<file path="config.mk">
export PLATFORM = sky130hd
export DESIGN_NAME = decode
export DESIGN_NICKNAME = d
export VERILOG_FILES = /design/src/rtl/decode.sv
export SDC_FILE = /design/constraint.sdc
export NUM_CORES = 2
export LEC_CHECK = 0
export BUFFER_PORTS_ARGS = -buffer_cell sky130_fd_sc_hd__buf_2
export CORE_AREA = 2 2 354 356
export CTS_CLUSTER_DIAMETER = 120
export CTS_CLUSTER_SIZE = 24
export DETAILED_ROUTE_END_ITERATION = 12
export DIE_AREA = 0 0 356 358
export GPL_TIMING_DRIVEN = 0
export SYNTH_ARGS = -nofsm -noshare
export SYNTH_HDL_FRONTEND = slang
export SYNTH_SLANG_ARGS = --single-unit
</file>
<file path="constraint.sdc">
create_clock -name clk -period 43.8 [get_ports clk]
set_input_delay 4.38 -clock clk [delete_from_list [all_inputs] [get_ports clk]]
set_output_delay 4.38 -clock clk [all_outputs]
set_load 0.02 [all_outputs]
</file>
<file path="src/rtl/decode.sv">
// Instruction decode stage: IF/ID instruction register, 32x32 register file with
// writeback port, and combinational control decode of the held instruction.
// Optional build macro DECODE_WB_BYPASS_EN: when defined, a register read that hits
// the register being written this cycle returns the write data (write-through).
module decode (
    input  logic        clk,
    input  logic        reset,
    input  logic        AnyStall,
    input  logic [31:0] FetchData_IF,
    input  logic        RegWrite_ME,
    input  logic        MemToReg_ME,
    input  logic [31:0] RdDat_ME,
    input  logic [31:0] Result_ME,
    input  logic [4:0]  WriteReg_ME,
    output logic        Jump_ID,
    output logic [25:0] JumpTgt_ID,
    output logic        RegWrite_ID,
    output logic        RegDst_ID,
    output logic        AluSrc_ID,
    output logic        MemWrite_ID,
    output logic        MemToReg_ID,
    output logic        Link_ID,
    output logic [2:0]  BpCtl_ID,
    output logic [3:0]  AluControl_ID,
    output logic [31:0] SignImm_ID,
    output logic [15:0] Imm_ID,
    output logic [4:0]  Rs_ID,
    output logic [4:0]  Rt_ID,
    output logic [4:0]  Rd_ID,
    output logic [31:0] RdDatA_ID,
    output logic [31:0] RdDatB_ID
);

    logic [31:0] instr_q;
    logic [31:0] regs_q [32];
    logic [31:0] wb_data;
    logic        wb_en;
    logic [5:0]  opcode;
    logic [5:0]  funct;
    logic        r_ok;
    logic        zext;

    assign wb_data = MemToReg_ME ? RdDat_ME : Result_ME;
    assign wb_en   = RegWrite_ME && (WriteReg_ME != 5'd0);
    assign opcode  = instr_q[31:26];
    assign funct   = instr_q[5:0];

    // IF/ID instruction register; stall holds the current instruction
    always_ff @(posedge clk or posedge reset) begin
        if (reset) begin
            instr_q <= 32'h0000_0000;
        end else if (!AnyStall) begin
            instr_q <= FetchData_IF;
        end
    end

    // Register file writeback; runs regardless of stall, r0 is never written
    always_ff @(posedge clk or posedge reset) begin
        if (reset) begin
            for (int i = 0; i < 32; i++) begin
                regs_q[i] <= 32'h0000_0000;
            end
        end else if (wb_en) begin
            regs_q[WriteReg_ME] <= wb_data;
        end
    end

    // Register field extraction; jal links into r31
    always_comb begin
        Rs_ID      = instr_q[25:21];
        Rt_ID      = instr_q[20:16];
        Rd_ID      = (opcode == 6'h03) ? 5'd31 : instr_q[15:11];
        Imm_ID     = instr_q[15:0];
        JumpTgt_ID = instr_q[25:0];
        zext       = (opcode == 6'h0C) || (opcode == 6'h0D) || (opcode == 6'h0E);
        SignImm_ID = zext ? {16'h0000, instr_q[15:0]} : {{16{instr_q[15]}}, instr_q[15:0]};
    end

    // Register file read ports
    always_comb begin
        RdDatA_ID = regs_q[Rs_ID];
        RdDatB_ID = regs_q[Rt_ID];
`ifdef DECODE_WB_BYPASS_EN
        if (wb_en && (WriteReg_ME == Rs_ID)) RdDatA_ID = wb_data;
        if (wb_en && (WriteReg_ME == Rt_ID)) RdDatB_ID = wb_data;
`else
`endif
        if (Rs_ID == 5'd0) RdDatA_ID = 32'h0000_0000;
        if (Rt_ID == 5'd0) RdDatB_ID = 32'h0000_0000;
    end

    // Control decode; anything unrecognised (including all-zero) decodes as a NOP
    always_comb begin
        Jump_ID       = 1'b0;
        RegWrite_ID   = 1'b0;
        RegDst_ID     = 1'b0;
        AluSrc_ID     = 1'b0;
        MemWrite_ID   = 1'b0;
        MemToReg_ID   = 1'b0;
        Link_ID       = 1'b0;
        BpCtl_ID      = 3'b000;
        AluControl_ID = 4'b0000;
        r_ok          = 1'b0;
        case (opcode)
            6'h00: begin
                if (instr_q != 32'h0000_0000) begin
                    r_ok = 1'b1;
                    case (funct)
                        6'h20, 6'h21: AluControl_ID = 4'b0010;
                        6'h22, 6'h23: AluControl_ID = 4'b0110;
                        6'h24:        AluControl_ID = 4'b0000;
                        6'h25:        AluControl_ID = 4'b0001;
                        6'h26:        AluControl_ID = 4'b0011;
                        6'h27:        AluControl_ID = 4'b0100;
                        6'h2A:        AluControl_ID = 4'b0111;
                        6'h2B:        AluControl_ID = 4'b1011;
                        6'h00:        AluControl_ID = 4'b0101;
                        6'h02:        AluControl_ID = 4'b1000;
                        6'h03:        AluControl_ID = 4'b1001;
                        default:      r_ok = 1'b0;
                    endcase
                end
                RegWrite_ID = r_ok;
                RegDst_ID   = r_ok;
            end
            6'h08, 6'h09: begin RegWrite_ID = 1'b1; AluSrc_ID = 1'b1; AluControl_ID = 4'b0010; end
            6'h0C:        begin RegWrite_ID = 1'b1; AluSrc_ID = 1'b1; AluControl_ID = 4'b0000; end
            6'h0D:        begin RegWrite_ID = 1'b1; AluSrc_ID = 1'b1; AluControl_ID = 4'b0001; end
            6'h0E:        begin RegWrite_ID = 1'b1; AluSrc_ID = 1'b1; AluControl_ID = 4'b0011; end
            6'h0A:        begin RegWrite_ID = 1'b1; AluSrc_ID = 1'b1; AluControl_ID = 4'b0111; end
            6'h0B:        begin RegWrite_ID = 1'b1; AluSrc_ID = 1'b1; AluControl_ID = 4'b1011; end
            6'h0F:        begin RegWrite_ID = 1'b1; AluSrc_ID = 1'b1; AluControl_ID = 4'b1010; end
            6'h23: begin
                RegWrite_ID   = 1'b1;
                AluSrc_ID     = 1'b1;
                MemToReg_ID   = 1'b1;
                AluControl_ID = 4'b0010;
            end
            6'h2B: begin
                MemWrite_ID   = 1'b1;
                AluSrc_ID     = 1'b1;
                AluControl_ID = 4'b0010;
            end
            6'h04: begin BpCtl_ID = 3'b001; AluControl_ID = 4'b0110; end
            6'h05: begin BpCtl_ID = 3'b010; AluControl_ID = 4'b0110; end
            6'h06: begin BpCtl_ID = 3'b011; AluControl_ID = 4'b0110; end
            6'h07: begin BpCtl_ID = 3'b100; AluControl_ID = 4'b0110; end
            6'h02: Jump_ID = 1'b1;
            6'h03: begin
                Jump_ID     = 1'b1;
                Link_ID     = 1'b1;
                RegWrite_ID = 1'b1;
                RegDst_ID   = 1'b1;
            end
            default: ;
        endcase
    end

endmodule

</file>
==> qor.tcl <==
set qor(status) {finished with violations}
set qor(failed_checks) {capacitance limit, slew limit}
set qor(storage_cell_area_sq_um) 26400
set qor(dp_hpwl_microns) 205000
set qor(post-route-drc-count) 0
set qor(layout-drive-gt1-share_pct) 18.1
set qor(holdCritStartpoint) {regs_q[1021]}
set qor(path_cells) {buf_2 > buf_2 > nand2_1 > clkbuf_1 > o22ai_1 > nor3_1 > nor4_1 > nor2_1 > buf_2}
set qor(end_kind) {primary output}
set qor(max_stage_delay_ps) 880
set qor(final_common_cell) {dfrtp_1}
set qor(power.ir.vdd_worst_mv) 0.0349
set qor(number_of_iterations_in_the_first_detailed_routing_pass) 6
set qor(fin_nets) 5737
set qor(ys_seq_area_share_pct) 47.7
set qor(rsz0062_at_grt) {false}
set qor(clock-skew-final_ps) 0
set qor(root_buffer) {clkbuf_16}
set qor(multi_input_comb_area_sq_um) 26000
set qor(crit_buf_inv) 4
set qor(floorplan_die_area_sq_um) 127000
set qor(placement_rows) 129
set qor(min_delay_path_depth) 1
set qor(final_antenna_net_count) 0
set qor(crit_path_frequent_cell) {buf_2}
set qor(critical_path.top_delay_family) {buffers and inverters}
set qor(postCtsSetupRepairBufs) 0
set qor(max_freq_mhz) 97.9
set qor(floorplan.initialDensity_pct) 44.9
set qor(area_growth_syn_to_layout_pct) 9.02
set qor(hold_class) {reg -> reg}
set qor(reg2reg_to) {instr_q[18]}
set qor(synthesis.area_per_instance_sq_um) 10.5
set qor(postPlaceCellArea_sq_um) 59100
set qor(grt_max_degree) 124
set qor(fin_crit_ps) 10220
set qor(fillers) 11600
set qor(design_area_sq_um) 60400
set qor(htree_levels) 2
set qor(ys_warn_count) 0
set qor(clock_insertion_delay_worst_skew_ps) 710
set qor(start_kind) {flop}
set qor(path_class) {reg -> out}
set qor(asyncSetResetFlopFracSynth_pct) 100
set qor(place_ws_ps) 34830
set qor(mostFrequentLayoutCells) {dfrtp_1, nor2_1, a21oi_1, nand2_1, o21ai_0}
set qor(grt_pass1_wl_microns) 381000
set qor(synth_enable_flop_cells) 0
set qor(clock_sink_count) 1056
set qor(post_cts_hold_buffer_count) 0
set qor(timing.final.ws_setup_ps) 33580
set qor(cts_tree) {done}
set qor(crit_required_ps) 39420
set qor(timing.slew.headroom_pct) -9.43
set qor(min_delay_worst_endpoint) {regs_q[1021]}
set qor(die_width_microns) 356
set qor(detail_route.iter0.violations) 7549
set qor(clk_pin_slew_worst_paths_ps) 110
set qor(numPortBuffers) 266
set qor(floorplan.die.height_microns) 358
set qor(final.period_utilization_pct) 23.3
set qor(setup_viol) 0
set qor(vias) 49600
set qor(ys.flop_type) {dfrtp_1}
set qor(r2r-start) {instr_q[18]}
set qor(post_synth_num_cell_types) 55
set qor(reg2reg_setup_slack_ps) 40300
set qor(cts_inserted_buffers) 49
set qor(number_of_max_cap_violations) 9
set qor(cts_buffer_depth) 3
set qor(cp_max_fo) 12
set qor(synth.cell_area_sq_um) 55400
set qor(syn_nets) 5404
set qor(timing.critical_path.slowest_stage_cell) {nand2_1}
set qor(number_of_storage_elements_in_the_synthesis_netlist) 1056
set qor(final-max-slew-violation-count) 86
set qor(total_leakage_power_uw) 0.0267
set qor(post_cts.resized_instances) 0
set qor(tightestPinTransition_ps) 1640
set qor(globalRouteTotalUtil_pct) 43.6
set qor(antenna_violations_before_repair) 21
set qor(wl_per_cell_microns) 38.7
set qor(io_pins) 273
set qor(hold_viol) 0
set qor(power_density_nw_per_um2) 47.7
set qor(global_placer_s_final_weighted_congestion) 1.07
set qor(ff2ff_path_depth) 5
set qor(worst_ep_arrival_time_ps) 5840
set qor(finalSetupTns_ps) 0
set qor(core_sq_um) 123000
set qor(wirelength_microns) 282000
set qor(globalRoute.totalOverflow) 0
set qor(first_global_vias) 46200
set qor(postSynthCellCount) 5298
set qor(viasPerCell) 6.82
## per-layer routing
metal / track usage, % / share of wire, % / vias to the layer above
met3: 14.6 / 13 / 887
met5: 0 / 0.020 / -
met2: 60.6 / 41 / 3946
met1: 56.4 / 37 / 25300
li1: - / - / 19500
met4: 32.9 / 9.4 / 12
## cell usage after synthesis, drive strengths merged (5+ instances only)
cell type	instances	share of area, %
a22oi	72	0.98
o22ai	156	1.8
and3	12	0.14
or2	7	0.079
mux2	130	2.6
nor2b	23	0.26
dfrtp	1056	48
buf	261	2.9
nor3	25	0.23
nor2	579	4.0
mux4	284	12
a21oi	536	4.8
clkbuf	374	2.5
a221o	14	0.25
nand3	25	0.23
a21o	24	0.33
a2111oi	9	0.14
nor4	8	0.12
nor3b	5	0.068
a211oi	12	0.16
and2	5	0.056
a31oi	25	0.28
a22o	14	0.22
o221ai	10	0.16
o32ai	5	0.079
mux2i	515	9.3
o21ai	532	4.8
nand2b	17	0.19
nand2	531	3.6
## logic make-up (layout without fill, tap and decap cells)
| logic type | after synthesis | in the layout | share of synthesized area, % |
|---|---|---|---|
| buffers and inverters | 639 | 970 | 5.50 |
| xor gates and xnor gates | 4 | 4 | 0.0632 |
| other | 0 | 11 | 0 |
| DFF | 1056 | 1056 | 47.7 |
| muxes | 929 | 929 | 23.5 |
| AOI/OAI and AO/OA | 1421 | 1421 | 14.2 |
| and+or+nand+nor | 1249 | 1249 | 9.08 |
## state kept, by name, indices dropped and copies added (netlist names)
name	flops
regs_q	1024
instr_q	32
## how the worst max path moves through the flow
stage,from,to,slack (ps),depth (start not counted)
finish,instr_q[17],RdDatB_ID[8],33580,9
global route,instr_q[18],RdDatB_ID[7],33910,8
CTS,instr_q[18],RdDatB_ID[7],34080,8
detailed placement,instr_q[18],RdDatB_ID[7],34830,8
global placement,reset,regs_q[855],-3190,2
floorplan,reset,instr_q[0],9700,1
## report_power, final
group | leakage [uW] | switching (uW) | total, uW | internal [uW]
Combinational | 0.0130 | 590 | 976 | 386
Clock | 0.000604 | 347 | 548 | 201
Sequential | 0.0132 | 177 | 1360 | 1180
Total | 0.0267 | 1110 | 2880 | 1770
## cell type report
type,count,share of cell area (%)
Buffer,635,5.02
Timing Repair Buffer,282,2.76
Inverter,4,0.0373
Tap cell,1637,3.39
Sequential cell,1056,43.7
Multi-Input combinational cell,3603,43.0
Clock buffer,49,2.03
Antenna cell,11,0.0456
## per-stage QoR
step	util, %	hold slack [ps]	std cells	total power, uW
3_3_place_gp	47.7	454	7201	2280
2_1_floorplan	-	441	5298	1930
4_1_cts	48.9	488	7264	2830
6_report	49.0	491	7277	2880
5_1_grt	49.0	510	7266	2960
3_5_place_dp	48.0	464	7215	2300
No activity file was read; power rests on OpenSTA's default activity.
